$ cat config.mk
export PLATFORM = sky130hd
export DESIGN_NAME = inst_fetch_buf
export DESIGN_NICKNAME = d
export VERILOG_FILES = /design/src/rtl/inst_fetch_buf.sv
export SDC_FILE = /design/constraint.sdc
export NUM_CORES = 1
export LEC_CHECK = 0
export BUFFER_PORTS_ARGS = -buffer_cell sky130_fd_sc_hd__buf_2
export CELL_PAD_IN_SITES_DETAIL_PLACEMENT = 1
export CELL_PAD_IN_SITES_GLOBAL_PLACEMENT = 2
export CORE_MARGIN = 3
export CORE_UTILIZATION = 43
export CTS_BUF_LIST = sky130_fd_sc_hd__clkbuf_2
export DETAILED_ROUTE_END_ITERATION = 8
export GPL_TIMING_DRIVEN = 0
export PLACE_DENSITY = 0.87
export SETUP_SLACK_MARGIN = 0.02
export SLEW_MARGIN = 10
export SYNTH_ARGS = -nofsm -noshare
export SYNTH_HDL_FRONTEND = slang
export SYNTH_SLANG_ARGS = --single-unit
$ cat constraint.sdc
create_clock -name clk -period 3.9 [get_ports clk]
set_clock_uncertainty 0.05 [all_clocks]
set_input_delay 0.39 -clock clk [delete_from_list [all_inputs] [get_ports clk]]
set_output_delay 0.39 -clock clk [all_outputs]
set_load 0.03 [all_outputs]
$ cat src/rtl/inst_fetch_buf.sv
// Instruction-fetch front end. Owns the fetch PC, requests words from the
// instruction ROM over a ce/ack handshake, and queues the returned words in an
// in-order FIFO. Decode sees the FIFO head plus a valid flag. An empty FIFO
// presents a NOP (all zeros) with PC 0. Branch or exception redirects clear
// the queue and reload the fetch PC.
module inst_fetch_buf #(
  parameter logic [31:0] RESET_PC = 32'h0000_0000,
  parameter int          DEPTH    = 4,   // power of 2, 2..16
  parameter int          CNT_W    = 3    // 2**CNT_W > DEPTH
) (
  input  logic             clk,
  input  logic             rst,
  input  logic             stall_i,
  input  logic             flush_i,
  input  logic [31:0]      new_pc_i,
  output logic             rom_ce_o,
  output logic [31:0]      rom_addr_o,
  input  logic             rom_ack_i,
  input  logic [31:0]      rom_data_i,
  output logic [31:0]      pc_o,
  output logic [31:0]      inst_o,
  output logic             inst_valid_o,
  output logic [CNT_W-1:0] count_o
);

  localparam int PTR_W = (DEPTH > 1) ? $clog2(DEPTH) : 1;

  // Architectural fetch state and FIFO bookkeeping.
  logic [31:0]      fetch_pc;
  logic [PTR_W-1:0] wr_ptr;
  logic [PTR_W-1:0] rd_ptr;
  logic [CNT_W-1:0] count;

  // FIFO payload: PC and instruction word of each fetched entry.
  logic [31:0] pc_mem   [DEPTH];
  logic [31:0] inst_mem [DEPTH];

  logic full;
  logic empty;
  logic push;
  logic pop;

  // Redirect targets are word addresses; the low two bits are dropped.
  logic unused_new_pc_lsbs;
  assign unused_new_pc_lsbs = ^new_pc_i[1:0];

  // Handshake and FIFO control decode.
  always_comb begin
    full     = (count == CNT_W'(DEPTH));
    empty    = (count == '0);
    // Requests are withheld during reset and flush so an ack in those
    // cycles can never push a stale word.
    rom_ce_o = !rst && !flush_i && !full;
    push     = rom_ce_o && rom_ack_i;
    pop      = !empty && !stall_i;
  end

  assign rom_addr_o = fetch_pc;
  assign count_o    = count;

  // Fetch PC, pointers and occupancy; reset beats flush, flush beats push/pop.
  always_ff @(posedge clk) begin
    // NOTE: sequential state uses non-blocking assignments so every register
    // samples pre-edge values regardless of statement order.
    if (rst) begin
      fetch_pc <= RESET_PC;
      wr_ptr   <= '0;
      rd_ptr   <= '0;
      count    <= '0;
    end else if (flush_i) begin
      fetch_pc <= {new_pc_i[31:2], 2'b00};
      wr_ptr   <= '0;
      rd_ptr   <= '0;
      count    <= '0;
    end else begin
      if (push) begin
        wr_ptr   <= wr_ptr + PTR_W'(1);
        fetch_pc <= fetch_pc + 32'd4;  // wraps naturally past 32'hFFFF_FFFC
      end
      if (pop) begin
        rd_ptr <= rd_ptr + PTR_W'(1);
      end
      unique case ({push, pop})
        2'b10:   count <= count + CNT_W'(1);
        2'b01:   count <= count - CNT_W'(1);
        default: count <= count;
      endcase
    end
  end

  // FIFO write port; push is already suppressed during reset and flush.
  always_ff @(posedge clk) begin
    // NOTE: the storage arrays are deliberately not reset; the outputs are
    // masked by the empty flag, so stale contents are never visible.
    if (push) begin
      pc_mem[wr_ptr]   <= fetch_pc;
      inst_mem[wr_ptr] <= rom_data_i;
    end
  end

  // Head presentation to decode; an empty FIFO shows a NOP at PC 0.
  always_comb begin
    // NOTE: every output gets a default first so no path infers a latch.
    pc_o         = 32'h0;
    inst_o       = 32'h0;
    inst_valid_o = !empty;
    if (!empty) begin
      pc_o   = pc_mem[rd_ptr];
      inst_o = inst_mem[rd_ptr];
    end
  end

endmodule

==> results of run 1 <==
placed cells by master, fill, tap and decap left out, drive strengths merged, types with 13 or more instances in the layout:
cell type and instances:
clkinv 14, nand4 18, xor2 13, xnor2 15, nor2 33, buf 182
nor2b 63, nand2 27, a211oi 17, dlygate4sd3 70, edfxtp 248, dfxtp 39
mux4 62, clkbuf 137
repair_timing:
item                                    in CTS  in global routing
endpoints found under the hold margin      162                  0
hold buffers                                70                  0
endpoints found under the setup margin       0                  0
resized for setup                            0                  0
worst max-delay path, delay by kind of cell, from the launching register on:
| family | cells | cell delay (ns) |
|---|---|---|
| muxes | 1 | 0.45 |
| and+or+nand+nor | 1 | 0.16 |
| buffers and inverters | 3 | 1.23 |
| DFF | 1 | 0.33 |
logic make-up after synthesis:
family                   after synthesis
AO/OA/AOI/OAI                         41
XOR/XNOR                              28
adder cells (fa/ha/maj)                7
buffers and inverters                 49
flip-flops                           287
multiplexers                          62
other                                  1
AND/OR/NAND/NOR                      183
state kept, by name, indices dropped and copies added (netlist names), named ones only:
signal / count
inst_mem: 128
pc_mem: 120
rom_addr_o: 30
count_o: 3
rd_ptr: 2
wr_ptr: 2
final timing paths:
kind	startpoint	end	cells past startpoint
setup reg to reg	count_o[0]	count_o[2]	10
hold / removal	rst	rom_addr_o[10]	3
hold reg to reg	wr_ptr[1]	wr_ptr[1]	2
setup / recovery	flip-flop	inst_o[11]	5
metrics by stage:
stage	area, µm²	std cells	setup slack (ns)
6_report	14300	1366	0.473
2_1_floorplan	11500	661	0.686
4_1_cts	14300	1364	0.256
5_1_grt	14300	1366	0.153
3_5_place_dp	12900	1163	1.17
3_3_place_gp	12700	1158	-0.606
power by group:
group / switching [W] / internal (W) / leakage, nW
combinational: 0.000225 / 0.000164 / 2.00
sequential: 0.0000660 / 0.00338 / 2.57
clock: 0.00117 / 0.000838 / 0.526
total: 0.00146 / 0.00439 / 5.09
routing by layer:
metal,share of wire,routed length [µm],global-route usage
met1,0.41,11800,0.257
met2,0.51,14600,0.350
met3,0.061,1730,0.0501
met4,0.015,441,0.0526
met5,0,0,0
cell type report:
type                    instances  area [µm²]
diodes                          2        5.00
plain buffers                  38         171
clock buffers                 114         571
clock inverters                17        98.8
fillers                      2581       11900
inverters                      11        41.3
multi-input cells             325        3100
flip-flops and latches        287        8230
well taps                     335         419
repair buffers                237        1630
==> impl_metrics.csv, run 1 <==
group,metric,value,unit
run_status,status,"finished clean",
drt,vias,7132,
min_path,hp-class,"input port to flip-flop",
yosys,yosysWarnings,0,
yosys,yosysTopAreaCell,"edfxtp_1",
sta,rsz0062_at_grt,"false",
yosys,synth-seq-cells,287,
drt,vias_per_cell,5.22,
flow_run,cap_violations,0,
drt,drc,0,
drt,drt-pass1-iter-count,4,
sta,timing.hold.ws,0.112,ns
sta,worst_pin_slew,0.788,ns
power_and_ir_drop,power.total,0.00585,W
setup_path,r2r_slack,1.13,ns
sta,layout_worst_path_cycle_share,0.879,
place,dp_hpwl,18.2,mm
power_and_ir_drop,peakVddDrop,0.176,mV
sta,final-setup-viol-count,0,
sta,clock.fmax,292,MHz
grt,track_usage,0.202,
yosys,synth_most_common_cell,"edfxtp_1",
place,place.port_buffers,162,
cts,postCtsSetupBuffers,0,
yosys,synth-simple-area-share,0.0903,
yosys,synth_edf_count,248,
floorplan,start_util,0.439,
cts,max-clock-path-buffers,3,
sta,finalMaxSlewViolations,0,
yosys,synth_top_family_by_area,"multiplexers",
floorplan,rows,59,
sta,max-slew-margin-rel,0.470,
cells_and_area,fin_util,0.544,
cts,cts.clk_slew.worst_paths,0.11,ns
drt,initialDrtViolationCount,510,
setup_path,crit_top_cell,"clkbuf_1",
grt,grt_overflow,0,
cts,cts.sinks,287,
yosys,synthFlopType,"edfxtp_1",
setup_path,setup.worst_path.start_class,"flip-flop",
setup_path,crit_path_end_kind,"output pin",
drt,postRouteAntennaNets,0,
sta,hold_viol,0,
setup_path,critPathMaxStageDelay,0.58,ns
setup_path,crit_fanout,10,
yosys,yosysSeqAreaShare,0.715,
floorplan,core_area,26200,µm²
cts,cts_buffers,75,
grt,antenna_found_initial,1,
cts,htreeDepth,3,
cells_and_area,syn2layout_area_growth,24.0,%
cts,root_buffer,"clkbuf_2",
yosys,syn-cell-area,11500,µm²
yosys,synth_area_leaders,"edfxtp_1, mux4_2, dfxtp_1",
yosys,synth.distinct_cells,43,
drt,routedWlPerCell,20.9,µm
setup_path,crit_path_cell_trace,"clkbuf_1 > clkbuf_1 > mux4_2 > nor2b_1 > buf_2",
cts,cts_tree,"done",
place,routabilityCongestion,0.797,
yosys,syn_area_per_cell,17.5,µm²
setup_path,cpMaxStageDelayCell,"clkbuf_1",
cts,worstSkewPairLatency,0.81,ns
yosys,synth-compound-area-share,0.0249,
grt,grt_max_degree,52,
setup_path,cp.arrival,2.99,ns
cells_and_area,nets,1051,
yosys,async_reset_ff_frac,0,
yosys,synth.cells.most_frequent,"edfxtp_1, mux4_2, nor2b_1",
setup_path,worstPathRequired,3.46,ns
floorplan,die_h,170,µm
grt,first_global_vias,7906,
floorplan,ios,170,
setup_path,criticalPathCategory,"flip-flop to output pin",
power_and_ir_drop,p_leak,5.09,nW
grt,grt_pass1_wl,44.5,mm
yosys,synth_xor_area_frac,0.0213,
yosys,syn_inst,658,
sta,fin_crit,3.43,ns
drt,totalWireLength,28.6,mm
yosys,synthAdderAreaFrac,0.00826,
cells_and_area,drive_gt1_frac,0.373,
yosys,synth_mux_area_frac,0.121,
power_and_ir_drop,pwr_density_cell,410,nW/µm²
floorplan,dieArea,28800,µm²
floorplan,floorplan.die.width,170,µm
yosys,synth_top_area_share,0.647,
sta,setup_tns,0,ns
Note: power is estimated with default switching activity, not from simulation.
==> run 2: changes to the inputs <==
Settings changed: GPL_TIMING_DRIVEN 0 to default.
==> run 2 against run 1 <==
Non-clock buffer count fell by 14. Combinational power barely moved. Count of clock-buffer cells in the layout fell by 5. Routed wire length fell by 2.8%. Via count fell by 0.13%. Final area rose by 0.46%. Fmax rose by 2.4%. First-iteration DRC count fell by 7.8%. Die area did not move. Flip-flop and latch count did not move. Clock power rose by 5%. Critical path depth fell by 1. Critical path type unchanged. Highest routed layer unchanged.
==> impl_metrics.csv, run 2 (same netlist as run 1, synthesis figures left out) <==
group,metric,value,unit
sta,worst_pin_slew,1.00,ns
sta,finalMaxSlewViolations,0,
power_and_ir_drop,p_sw,0.00145,W
drt,drt-pass1-iter-count,5,
power_and_ir_drop,pwr_density_cell,415,nW/µm²
floorplan,rows,59,
sta,timing.hold.ws,0.0849,ns
cells_and_area,top_register,"inst_mem",
floorplan,dieArea,28800,µm²
power_and_ir_drop,cellInternalPower,0.00449,W
sta,hold_viol,0,
setup_path,crit_fanout,33,
drt,initialDrtViolationCount,470,
power_and_ir_drop,switching_share,0.245,
place,place_ws,1.16,ns
grt,first_global_vias,7772,
power_and_ir_drop,p_leak,5.12,nW
cells_and_area,final_common_cell,"edfxtp_1",
sta,fin_crit,3.35,ns
cts,cts_tree,"done",
cts,htreeDepth,3,
sta,layout_worst_path_cycle_share,0.858,
min_path,hold_start,"rst",
floorplan,ios,170,
cts,cts_buffers,72,
cts,cts.sinks,287,
setup_path,cpMaxStageDelayCell,"dfxtp_4",
cells_and_area,drive_gt1_frac,0.364,
sta,fin_ws,0.552,ns
power_and_ir_drop,seqPwrFrac,0.581,
cells_and_area,syn2layout_area_growth,24.6,%
cts,cts.clk_slew.worst_paths,0.11,ns
cells_and_area,largest_register_ff_count,128,
setup_path,cp.arrival,2.91,ns
grt,grt_overflow,0,
sta,rsz0062_at_grt,"false",
run_status,status,"finished clean",
grt,antenna_found_initial,0,
sta,clock.fmax,299,MHz
setup_path,worstPathRequired,3.46,ns
flow_run,cap_violations,0,
grt,grt_pass1_wl,43.3,mm
drt,drc,0,
grt,track_usage,0.196,
drt,vias,7123,
cells_and_area,diodes,0,
drt,postRouteAntennaNets,0,
cts,postCtsSetupBuffers,0,
place,dp_hpwl,16.5,mm
grt,grt_max_degree,64,
cells_and_area,most-common-layout-cells,"edfxtp_1, buf_2, clkbuf_2",
power_and_ir_drop,peakVddDrop,0.214,mV
power_and_ir_drop,power.total,0.00595,W
setup_path,critPathMaxStageDelay,0.82,ns
cells_and_area,nets,1034,
floorplan,die_h,170,µm
setup_path,setup.worst_path.start_class,"flip-flop",
setup_path,reg2reg_from,"rom_addr_o[3]",
place,routabilityCongestion,0.783,
setup_path,criticalPathCategory,"flip-flop to output pin",
drt,vias_per_cell,5.28,
drt,routedWlPerCell,20.6,µm
floorplan,floorplan.die.width,170,µm
sta,setup_tns,0,ns
place,place.port_buffers,163,
setup_path,crit_path_cell_trace,"buf_4 > mux4_2 > nor2b_1 > buf_2",
sta,final-setup-viol-count,0,
sta,max-slew-margin-rel,0.332,
floorplan,start_util,0.439,
cts,max-clock-path-buffers,3,
floorplan,core_area,26200,µm²
cts,worstSkewPairLatency,0.82,ns
power_and_ir_drop,power_frac_clock,0.354,
drt,totalWireLength,27.8,mm
setup_path,crit_path_end_kind,"output pin",
power_and_ir_drop,power_frac_comb,0.065,
cts,root_buffer,"clkbuf_2",
min_path,hp-class,"input port to flip-flop",
## run 2: routing by layer
| metal | vias up | track usage | share of wire |
|---|---|---|---|
| met1 | 3644 | 0.253 | 0.43 |
| met4 | 0 | 0.0612 | 0.014 |
| li1 | 3214 | - | - |
| met5 | - | 0 | 0 |
| met2 | 228 | 0.333 | 0.51 |
| met3 | 37 | 0.0436 | 0.050 |
## run 2: what timing repair did
item                      CTS  global route
hold endpoints to repair  162             0
hold buffers               88             0
gates resized for setup     0             0
## run 2: power groups by stage
stage	registers, W	logic (W)	clock network (W)
floorplan	0.00354	0.000156	0
CTS	0.00345	0.000390	0.00219
global placement	0.00352	0.000312	0
global route	0.00346	0.000421	0.00235
finish	0.00345	0.000389	0.00211
detailed placement	0.00352	0.000318	0
## run 2: final cells by class
| cell class | instances | area (µm²) |
|---|---|---|
| fill | 2547 | 11900 |
| multi-input combinational | 325 | 3100 |
| sequential | 287 | 8240 |
| clock buffer | 109 | 546 |
| tap | 335 | 419 |
| inverter | 11 | 41.3 |
| timing repair buffer | 261 | 1830 |
| clock inverter | 20 | 158 |
## run 2: path summary, 6_finish.rpt
check             depth (start not counted)        endpoint  slack, ns
setup reg to reg                          7  rom_addr_o[24]       0.87
hold / removal                            3   rom_addr_o[2]       0.08
setup / recovery                          4      inst_o[11]       0.55
hold reg to reg                           2       wr_ptr[1]       0.46
## run 2: worst max-delay path, delay by kind of cell, from the launching register on
family,cells,cell delay [ns]
multiplexers,1,0.54
flip-flops,1,0.82
AND/OR/NAND/NOR,1,0.16
buffers and inverters,2,0.54
## run 2: metrics by stage
stage	instances	util	cell area, µm²
final	1348	0.547	14300
after global routing	1348	0.547	14300
after global placement	1131	0.487	12800
after detailed placement	1131	0.487	12800
after floorplan	661	-	11500
after CTS	1348	0.547	14300
==> run 3: changes to the inputs <==
--- a/config.mk
+++ b/config.mk
@@ -7,3 +7,3 @@
 export LEC_CHECK = 0
-export BUFFER_PORTS_ARGS = -buffer_cell sky130_fd_sc_hd__buf_2
+export BUFFER_PORTS_ARGS = -buffer_cell sky130_fd_sc_hd__clkbuf_2
 export CELL_PAD_IN_SITES_DETAIL_PLACEMENT = 1
==> constraint.sdc (replaced) <==
create_clock -name clk -period 3.9 [get_ports clk]
set_clock_uncertainty 0.05 [all_clocks]
set_input_delay 0.585 -clock clk [delete_from_list [all_inputs] [get_ports clk]]
set_output_delay 0.585 -clock clk [all_outputs]
set_load 0.03 [all_outputs]
==> run 3 against run 2 <==
Critical path depth did not move. Largest power group unchanged. Count of clock-buffer cells in the layout is 2 lower. Sequential power about the same. Sequential share of layout area rose by 1.2 points. First-iteration DRC count is 11% lower. Combinational power decreased by 5.1%. Clock power fell by 10%. Highest routed layer unchanged. Setup slack got worse by 0.054 ns. Routed wire length up 1.5%. Global-route usage grew 0.10 points.
==> impl_metrics.csv, run 3 (same netlist as run 1, synthesis figures left out) <==
group,metric,value,unit
drt,wl_met2,14.2,mm
cells_and_area,largest_register_ff_count,128,
setup_path,critPathTopFamily,"flip-flops",
power_and_ir_drop,pwr_density_cell,407,nW/µm²
sta,finalMaxSlewViolations,0,
grt,antenna_found_initial,0,
grt,track_usage,0.197,
grt,grt_max_degree,64,
min_path,worstHoldEndpoint,"rom_addr_o[6]",
cts,cts_buffers,73,
flow_run,cap_violations,0,
power_and_ir_drop,power.total,0.00572,W
floorplan,rows,59,
drt,routed-wl-met3,1.34,mm
min_path,hp-class,"input port to flip-flop",
setup_path,cpMaxStageDelayCell,"dfxtp_4",
sta,timing.hold.ws,0.0801,ns
sta,max-slew-margin-rel,0.460,
sta,worst_pin_slew,0.810,ns
setup_path,cp.arrival,2.77,ns
power_and_ir_drop,peakVddDrop,0.169,mV
cells_and_area,fin_util,0.536,
drt,drc,0,
drt,postRouteAntennaNets,0,
place,routabilityCongestion,0.765,
cells_and_area,final_common_cell,"clkbuf_2",
cells_and_area,nets,1015,
sta,setup_tns,0,ns
setup_path,reg2reg_from,"count_o[2]",
floorplan,dieArea,28800,µm²
floorplan,die_h,170,µm
place,place.port_buffers,163,
cells_and_area,drive_gt1_frac,0.377,
cts,root_buffer,"clkbuf_2",
cts,worstSkewPairLatency,0.82,ns
setup_path,r2r_cells,9,
grt,first_global_vias,7807,
cts,postCtsSetupBuffers,0,
drt,totalWireLength,28.2,mm
sta,fin_crit,3.40,ns
setup_path,critPathMaxStageDelay,0.74,ns
floorplan,ios,170,
setup_path,r2r_slack,1.14,ns
sta,clock.fmax,294,MHz
cts,cts.sinks,287,
cells_and_area,finish.instance_area,14000,µm²
min_path,hold_start,"flush_i",
drt,routedWlPerCell,21.3,µm
cts,cts-resized-gates,0,
setup_path,crit_path_end_kind,"output pin",
setup_path,path_buf_inv,2,
setup_path,worstPathRequired,3.26,ns
cts,htreeDepth,3,
drt,initialDrtViolationCount,420,
setup_path,criticalPathCategory,"flip-flop to output pin",
cts,cts_tree,"done",
cells_and_area,syn2layout_area_growth,22.0,%
grt,grt_pass1_wl,43.3,mm
floorplan,core_area,26200,µm²
cells_and_area,diodes,0,
place,dp_hpwl,17.6,mm
floorplan,floorplan.die.width,170,µm
drt,highest_layer,"met4",
drt,drt-pass1-iter-count,5,
run_status,status,"finished clean",
cells_and_area,most-common-layout-cells,"clkbuf_2, edfxtp_1, mux4_2, nor2b_1, dlygate4sd3_1",
sta,hold_viol,0,
power_and_ir_drop,p_leak,4.93,nW
min_path,hold_depth,3,
place,dpl_cell_area,12800,µm²
sta,final-setup-viol-count,0,
drt,vias,7001,
cts,cts.clk_slew.worst_paths,0.11,ns
setup_path,crit_fanout,26,
cells_and_area,top_register,"inst_mem",
setup_path,path_depth,4,
drt,wl_met1,12.2,mm
floorplan,start_util,0.439,
cts,max-clock-path-buffers,3,
setup_path,crit_path_cell_trace,"buf_12 > mux4_2 > nor2b_1 > clkbuf_2",
sta,rsz0062_at_grt,"false",
setup_path,setup.worst_path.start_class,"flip-flop",
grt,grt_overflow,0,
sta,layout_worst_path_cycle_share,0.872,
setup_path,regToRegEndpoint,"count_o[2]",
drt,vias_per_cell,5.28,
[run 3: changes by cell type in the layout (fill, tap and decap cells not counted), sizes merged, moves of 2 or more]
cell	delta
buf	-157
bufinv	-3
clkbuf	+161
dlygate4sd3	-26
inv	+2
[run 3: layout make-up]
type                       instances  area, µm²
clock inverter                    19       73.8
sequential                       287       8240
clock buffer                     107        536
tap                              335        419
inverter                          11       41.3
fill                            2593      12200
timing repair buffer             241       1630
multi-input combinational        325       3100
[run 3: worst max path at each step]
| stage | startpoint | end | slack [ns] |
|---|---|---|---|
| 2_1_floorplan | flush_i | inst_mem[0][0] | 0.49 |
| 3_5_place_dp | count_o[2] | count_o[2] | 1.15 |
| 6_report | flip-flop | pc_o[4] | 0.50 |
| 5_1_grt | flip-flop | inst_o[15] | 0.27 |
| 4_1_cts | flip-flop | inst_o[15] | 0.33 |
| 3_3_place_gp | count_o[0] | count_o[2] | 1.23 |
[run 3: repair_timing]
action,in CTS,in global routing
setup endpoints to repair,0,0
hold buffers,62,0
endpoints found under the hold margin,157,0
[run 3: tightest hold or removal path, delay by kind of cell]
family / cells / cell delay (ns)
AO/OA/AOI/OAI: 1 / 0.05
buffers and inverters: 1 / 0.16
AND/OR/NAND/NOR: 1 / 0.09
[run 3: per-layer routing]
layer  global-route usage  vias up
met3               0.0417       40
li1                     -     3167
met2                0.333      233
met1                0.255     3561
met5                    0        -
met4               0.0654        0
[run 3: through the flow]
step | worst slack, ns | cells
after global routing | 0.270 | 1325
after floorplan | 0.491 | 661
after global placement | 1.23 | 1137
after CTS | 0.329 | 1325
final | 0.498 | 1325
after detailed placement | 1.15 | 1137
[run 3: where the power goes]
group | total, W | switching (W) | internal, W
Sequential | 0.00345 | 0.0000709 | 0.00338
Clock | 0.00190 | 0.00117 | 0.000728
Combinational | 0.000369 | 0.000217 | 0.000152
